==> config.mk <==
export PLATFORM = sky130hd
export DESIGN_NAME = jtag_cfg_reg_slave
export DESIGN_NICKNAME = d
export VERILOG_FILES = /design/src/rtl/jtag_cfg_pkg.sv /design/src/rtl/jtag_cfg_reg_bank.sv /design/src/rtl/jtag_cfg_reg_slave.sv
export SDC_FILE = /design/constraint.sdc
export NUM_CORES = 1
export LEC_CHECK = 0
export BUFFER_PORTS_ARGS = -buffer_cell sky130_fd_sc_hd__buf_4
export CORE_MARGIN = 2
export CORE_UTILIZATION = 54
export DETAILED_ROUTE_END_ITERATION = 16
export GPL_ROUTABILITY_DRIVEN = 0
export PLACE_DENSITY = 0.8
export SYNTH_ARGS = -nofsm -noshare
export SYNTH_HDL_FRONTEND = slang
export SYNTH_SLANG_ARGS = --single-unit
export TNS_END_PERCENT = 5
==> constraint.sdc <==
create_clock -name drck_in -period 2.5 [get_ports drck_in]
set_clock_uncertainty 0.1 [all_clocks]
set_input_delay 0.5 -clock drck_in [delete_from_list [all_inputs] [get_ports drck_in]]
set_output_delay 0.5 -clock drck_in [all_outputs]
set_load 0.01 [all_outputs]
==> src/rtl/jtag_cfg_pkg.sv <==
// Shared definitions for the JTAG user-port config slave: defaults, FSM states, frame layout.
// Latency: n/a (package only).
// Backpressure: n/a (package only).
package jtag_cfg_pkg;

   localparam int ADDR_W_DEF = 6;
   localparam int DATA_W_DEF = 32;

   // Frame layout, LSB first on the wire: [WR_BIT] then address then data.
   localparam int WR_BIT   = 0;
   localparam int ADDR_LSB = 1;

   typedef enum logic [1:0] {
      ST_IDLE  = 2'd0,
      ST_SHIFT = 2'd1,
      ST_EXEC  = 2'd2
   } state_t;

   function automatic int frame_len(input int addr_w, input int data_w);
      return 1 + addr_w + data_w;
   endfunction

   // Bit position of the data field inside a frame.
   function automatic int data_lsb(input int addr_w);
      return ADDR_LSB + addr_w;
   endfunction

   // Status words live in the upper half of the address space.
   function automatic int stat_base(input int addr_w);
      return 1 << (addr_w - 1);
   endfunction

endpackage

==> src/rtl/jtag_cfg_reg_bank.sv <==
// Config register array with write port, plus read mux covering RW registers and RO status window.
// Latency: writes land on the clock edge after wr_en; read data and hit flags are combinational.
// Backpressure: none; every access completes in the cycle it is presented.
//
// Ports:
//   clk, rst_n          clock and async active-low reset
//   wr_en               write request (ignored when addr is outside the register range)
//   addr, wdata         access address and write data
//   stat                flattened RO status words, word k at [k*DATA_W +: DATA_W]
//   cfg_regs            flattened register contents, same packing
//   rd_data             register or status word at addr, 0 when nothing decodes
//   reg_hit, stat_hit   addr falls in the RW register range / the RO status window
module jtag_cfg_reg_bank
   import jtag_cfg_pkg::*;
#(
   parameter int                ADDR_W   = ADDR_W_DEF,
   parameter int                DATA_W   = DATA_W_DEF,
   parameter int                NUM_REGS = 8,
   parameter int                NUM_STAT = 4,
   parameter logic [DATA_W-1:0] REG_INIT = '0
) (
   input  logic                         clk,
   input  logic                         rst_n,
   input  logic                         wr_en,
   input  logic [ADDR_W-1:0]            addr,
   input  logic [DATA_W-1:0]            wdata,
   input  logic [NUM_STAT*DATA_W-1:0]   stat,
   output logic [NUM_REGS*DATA_W-1:0]   cfg_regs,
   output logic [DATA_W-1:0]            rd_data,
   output logic                         reg_hit,
   output logic                         stat_hit
);

   localparam int STAT_BASE = stat_base(ADDR_W);

   logic [31:0] addr_u;

   assign addr_u   = 32'(addr);
   assign reg_hit  = (addr_u < 32'(NUM_REGS));
   assign stat_hit = (addr_u >= 32'(STAT_BASE)) && (addr_u < 32'(STAT_BASE + NUM_STAT));

   always_ff @(posedge clk or negedge rst_n) begin
      if (!rst_n) begin
         for (int i = 0; i < NUM_REGS; i++) begin
            cfg_regs[i*DATA_W +: DATA_W] <= REG_INIT;
         end
      end else if (wr_en && reg_hit) begin
         for (int i = 0; i < NUM_REGS; i++) begin
            if (addr_u == 32'(i)) begin
               cfg_regs[i*DATA_W +: DATA_W] <= wdata;
            end
         end
      end
   end

   // Decode by comparison rather than array indexing so the address width
   // never has to match the register count.
   always_comb begin
      rd_data = '0;
      for (int i = 0; i < NUM_REGS; i++) begin
         if (addr_u == 32'(i)) begin
            rd_data = cfg_regs[i*DATA_W +: DATA_W];
         end
      end
      for (int k = 0; k < NUM_STAT; k++) begin
         if (addr_u == 32'(STAT_BASE + k)) begin
            rd_data = stat[k*DATA_W +: DATA_W];
         end
      end
   end

endmodule

==> src/rtl/jtag_cfg_reg_slave.sv <==
// JTAG hub user-port slave: one fixed-length DR frame per scan, decoded into a register write or read.
// Latency: access executes one TCK after shift ends; read data returns in the capture word of the next scan.
// Backpressure: none; the host paces everything through TCK and the capture/shift strobes.
//
// Ports:
//   drck_in                 TCK_USER from the hub, only clock
//   resetn_i                async active-low reset
//   hub_tdi_i, hub_tdo_o    serial data in from / out to the hub (tdo forced 0 when not selected)
//   capt_i, shift_i, sel_i  capture-DR, shift-DR and this port's select bit
//   stat_i                  RO status words, word k at [k*DATA_W +: DATA_W]
//   cfg_regs_o              config register contents, same packing
//   wr_stb_o, wr_addr_o     one-cycle pulse per committed write and the address it hit
module jtag_cfg_reg_slave
   import jtag_cfg_pkg::*;
#(
   parameter int                ADDR_W   = ADDR_W_DEF,
   parameter int                DATA_W   = DATA_W_DEF,
   parameter int                NUM_REGS = 8,
   parameter int                NUM_STAT = 4,
   parameter logic [DATA_W-1:0] REG_INIT = '0
) (
   input  logic                         drck_in,
   input  logic                         resetn_i,
   input  logic                         hub_tdi_i,
   input  logic                         capt_i,
   input  logic                         shift_i,
   input  logic                         sel_i,
   output logic                         hub_tdo_o,
   input  logic [NUM_STAT*DATA_W-1:0]   stat_i,
   output logic [NUM_REGS*DATA_W-1:0]   cfg_regs_o,
   output logic                         wr_stb_o,
   output logic [ADDR_W-1:0]            wr_addr_o
);

   localparam int FRAME_LEN = frame_len(ADDR_W, DATA_W);
   localparam int DATA_LSB  = data_lsb(ADDR_W);
   localparam int CNT_W     = $clog2(FRAME_LEN + 2);

   // Counter stops one past a full frame so over-long scans stay distinguishable.
   localparam logic [CNT_W-1:0] CNT_FULL = CNT_W'(FRAME_LEN);
   localparam logic [CNT_W-1:0] CNT_SAT  = CNT_W'(FRAME_LEN + 1);

   state_t                state, state_nxt;
   logic [FRAME_LEN-1:0]  sr;
   logic [CNT_W-1:0]      cnt;
   logic                  err;
   logic [ADDR_W-1:0]     last_addr;
   logic [DATA_W-1:0]     rdata;

   logic                  load_cap;
   logic                  do_shift;
   logic                  bad_len;
   logic                  exec;

   logic                  fr_wr;
   logic [ADDR_W-1:0]     fr_addr;
   logic [DATA_W-1:0]     fr_wdata;
   logic [DATA_W-1:0]     bank_rdata;
   logic                  reg_hit;
   logic                  stat_hit;

   assign fr_wr     = sr[WR_BIT];
   assign fr_addr   = sr[ADDR_LSB +: ADDR_W];
   assign fr_wdata  = sr[DATA_LSB +: DATA_W];
   assign exec      = (state == ST_EXEC);
   assign hub_tdo_o = sel_i ? sr[0] : 1'b0;

   jtag_cfg_reg_bank #(
      .ADDR_W   (ADDR_W),
      .DATA_W   (DATA_W),
      .NUM_REGS (NUM_REGS),
      .NUM_STAT (NUM_STAT),
      .REG_INIT (REG_INIT)
   ) u_bank (
      .clk      (drck_in),
      .rst_n    (resetn_i),
      .wr_en    (exec && fr_wr),
      .addr     (fr_addr),
      .wdata    (fr_wdata),
      .stat     (stat_i),
      .cfg_regs (cfg_regs_o),
      .rd_data  (bank_rdata),
      .reg_hit  (reg_hit),
      .stat_hit (stat_hit)
   );

   always_ff @(posedge drck_in or negedge resetn_i) begin
      if (!resetn_i) begin
         state <= ST_IDLE;
      end else begin
         state <= state_nxt;
      end
   end

   always_comb begin
      state_nxt = state;
      load_cap  = 1'b0;
      do_shift  = 1'b0;
      bad_len   = 1'b0;
      case (state)
         ST_IDLE: begin
            if (sel_i && capt_i) begin
               load_cap  = 1'b1;
               state_nxt = ST_SHIFT;
            end
         end
         ST_SHIFT: begin
            // A fresh capture restarts the frame even mid-shift.
            if (sel_i && capt_i) begin
               load_cap = 1'b1;
            end else if (sel_i && shift_i) begin
               do_shift = 1'b1;
            end else if (cnt == CNT_FULL) begin
               state_nxt = ST_EXEC;
            end else begin
               // Capture followed by no shifting at all is a legal status poll.
               bad_len   = (cnt != '0);
               state_nxt = ST_IDLE;
            end
         end
         ST_EXEC: begin
            state_nxt = ST_IDLE;
         end
         default: begin
            state_nxt = ST_IDLE;
         end
      endcase
   end

   always_ff @(posedge drck_in or negedge resetn_i) begin
      if (!resetn_i) begin
         sr        <= '0;
         cnt       <= '0;
         err       <= 1'b0;
         last_addr <= '0;
         rdata     <= '0;
         wr_stb_o  <= 1'b0;
         wr_addr_o <= '0;
      end else begin
         wr_stb_o <= 1'b0;

         if (load_cap) begin
            // err is reported in this word, so it is cleared as it is loaded.
            sr  <= {rdata, last_addr, err};
            err <= 1'b0;
            cnt <= '0;
         end else if (do_shift) begin
            sr <= {hub_tdi_i, sr[FRAME_LEN-1:1]};
            if (cnt != CNT_SAT) begin
               cnt <= cnt + 1'b1;
            end
         end

         if (bad_len) begin
            err <= 1'b1;
         end

         if (exec) begin
            last_addr <= fr_addr;
            if (fr_wr) begin
               if (reg_hit) begin
                  wr_stb_o  <= 1'b1;
                  wr_addr_o <= fr_addr;
               end else begin
                  err <= 1'b1;
               end
            end else begin
               rdata <= bank_rdata;
               if (!(reg_hit || stat_hit)) begin
                  err <= 1'b1;
               end
            end
         end
      end
   end

endmodule

==> flow_summary.toml <==
[timing]
finalCriticalPeriod_ps = 2430
slew-limit-headroom_pct = 59.5
final-setup-viol-count = 0
tightestPinTransition_ps = 606
maxSlewViolCount = 0
layout_worst_path_cycle_share_pct = 97.3
final-hold-violation-count = 0
fin_tns_setup_ps = 0
rsz0062_at_grt = "no"
max_clock_freq_mhz = 411

[global_route]
grt-ovfl-total = 0
grt_usage_pct = 34.4
grt_max_degree = 82
antenna_violations_before_repair = 1
grt_pass1_wl_um = 86500
vias_in_the_first_global_route = 14416

[synthesis]
synth.distinct_cells = 56
synthesis.area_per_instance_um2 = 11.9
ys.flop_type = "dfrtp_1"
synth_seq_cells = 349
syn_area_mm2 = 0.0168
synth_edf_count = 0
post-synth-top-count-cell = "dfrtp_1"
synthTopCellsByCount = "dfrtp_1, mux2_2, nand2_1"
post_synth_inst_count = 1418
yosysWarningCount = 0
mappedNetlistNets = 1554
area_share_of_the_largest_cell_type_after_synthesis_pct = 52.0
synth-seq-area-share_pct = 52.0
synth_top_cell_by_area = "dfrtp_1"
synth_async_sr_flop_share_pct = 100
netlist_top_cells_area = "dfrtp_1, mux2_2, mux4_2"

[route]
route.antenna.remaining_nets = 0
via_count = 13953
wirelength_um = 56600
dr.pass1.iters = 5
drt-vias-per-instance = 6.30
drt_first_iter_violations = 1220
avgRoutedWirePerCell_um = 25.6
route.detailed.drc = 0

[power_and_ir_drop]
total_leakage_power_nw = 10.8
ir_drop_mv = 0.471
powerDensity_mw_per_mm2 = 607

[placed_design]
place_area_mm2 = 0.0206
place.port_buffers = 397
detailed_place_hpwl_um = 39300

[setup_path]
rrSetupSlack_ps = 70
critPathMaxFanout = 17
setup.worst_path.class = "flop to flop"
critical_path_arrival_ps = 2760
critical_path.startpoint_type = "flop"
worstReg2RegStart = "sr[5]$_DFFE_PN0P_"
required_ps = 2830
setup.worst_path.end_class = "flop"
setup.worst_path.start = "sr[5]$_DFFE_PN0P_"

[cts]
ctsLongestPathBuffers = 3
tritoncts = "done"
worst_setup_hold_path_clk_slew_ps = 70
clock_latency_ps = 520
htreeDepth = 2
ctsHoldBuffers = 1
post_cts_resize_count = 0
clock_sinks = 349
post-cts-setup-buffers = 0
clock_root_buffer = "clkbuf_16"
numCtsBuffers = 38

[worst_hold_path]
hold_class = "input pin to flop"
hp-start = "stat_i[110]"

[die]
ioPinCount = 398
dieArea_mm2 = 0.0326
starting_density_pct = 55.0
fp.coreArea_mm2 = 0.0306
num_rows = 64
chipHeight_um = 180
floorplan.die.width_um = 180

[layout]
total_nets_final = 1930
final_layout_size_suffix_gt1_share_pct = 46.3
post-route-cell-area_mm2 = 0.0218
layout.filler_cells = 2254
area.growth.synth_to_final_pct = 30.0

[run]
max-cap-violations = 0

[run_status]
run_status = "complete, no violations"
==> critical path: stages, from the launching register on <==
cell	delay, ps
dfrtp_1	390
or4b_2	870
buf_12	240
a211oi_1	290
a21oi_1	70
and3_1	170
o22ai_1	180
==> cell type report <==
class	count	area, um^2	share of cell area [%]
clock inverters	11	140	0.641
multi-input cells	926	7530	34.5
flip-flops and latches	349	8740	40.0
well taps	396	495	2.27
repair buffers	473	3770	17.3
diodes	1	2.50	0.0115
clock buffers	54	1140	5.24
inverters	6	22.5	0.103
==> worst paths after layout <==
kind	endpoint	depth (start not counted)
min	rdata[14]$_DFFE_PN0P_	3
max in group asynchronous	u_bank.cfg_regs[232]$_DFFE_PN0P_	4
min reg2reg	last_addr[5]$_DFFE_PN0N_	2
max	rdata[8]$_DFFE_PN0P_	6
max reg2reg	rdata[8]$_DFFE_PN0P_	6
min in group asynchronous	u_bank.cfg_regs[16]$_DFFE_PN0P_	2
==> cell families after synthesis <==
group / Yosys count / share of synthesized area (%)
adders and majority gates: 2 / 0.149
and+or+nand+nor: 294 / 8.83
AOI/OAI and AO/OA: 264 / 9.16
DFF: 349 / 52.0
muxes: 363 / 26.1
xor gates and xnor gates: 3 / 0.156
buffers and inverters: 143 / 3.65
==> stage by stage <==
step           util [%]  worst slack [ps]  hold slack [ps]  instances  power, W
2_1_floorplan         -               366              104       1418   0.00679
3_3_place_gp       67.2               123              326       2149   0.00750
3_5_place_dp       67.2               152              328       2149   0.00753
4_1_cts            71.4               129              141       2215    0.0133
5_1_grt            71.4              18.6              164       2216    0.0137
6_report           71.4              67.4              152       2216    0.0133
==> power by group <==
group / internal (W) / switching (W)
clock network: 0.00349 / 0.00232
logic: 0.000622 / 0.000879
registers: 0.00573 / 0.000232
==> state kept, by name, indices dropped and copies added (netlist names) <==
register / cells
last_addr: 6
cnt: 6
err: 1
wr_stb_o: 1
rdata: 32
wr_addr_o: 6
state: 2
sr: 39
u_bank.cfg_regs: 256
==> layout by cell type, fill, tap and decap left out, types with 3 or more instances in the layout <==
| master | count |
|---|---|
| a22oi_1 | 23 |
| mux4_2 | 32 |
| clkinv_2 | 4 |
| nand2_1 | 104 |
| clkbuf_1 | 6 |
| o22ai_1 | 27 |
| mux2_1 | 32 |
| mux2_2 | 250 |
| nor2b_1 | 5 |
| o21ai_1 | 6 |
| clkbuf_8 | 7 |
| nand4b_1 | 5 |
| a21o_1 | 5 |
| bufinv_16 | 3 |
| clkbuf_16 | 41 |
| a21oi_1 | 82 |
| o21ai_0 | 76 |
| nand3_1 | 8 |
| inv_1 | 6 |
| xnor2_1 | 3 |
| nor2_1 | 42 |
| buf_4 | 454 |
| and3_1 | 33 |
| buf_12 | 17 |
| a211oi_1 | 26 |
| mux2i_1 | 49 |
| a31oi_1 | 7 |
| nor3_1 | 36 |
| nor2_4 | 5 |
| nand2_2 | 5 |
| nand2b_1 | 26 |
| dfrtp_1 | 347 |
| or3_1 | 3 |
| clkinvlp_4 | 4 |
==> metal layers <==
| layer | global-route usage (%) | vias up | share of wire, % |
|---|---|---|---|
| met5 | 0 | - | 0 |
| met4 | 14.1 | 0 | 4.1 |
| met3 | 9.14 | 160 | 9.9 |
| met2 | 56.0 | 860 | 48 |
| met1 | 43.9 | 7049 | 38 |
| li1 | - | 5884 | - |
(Power assumes the default switching activity.)
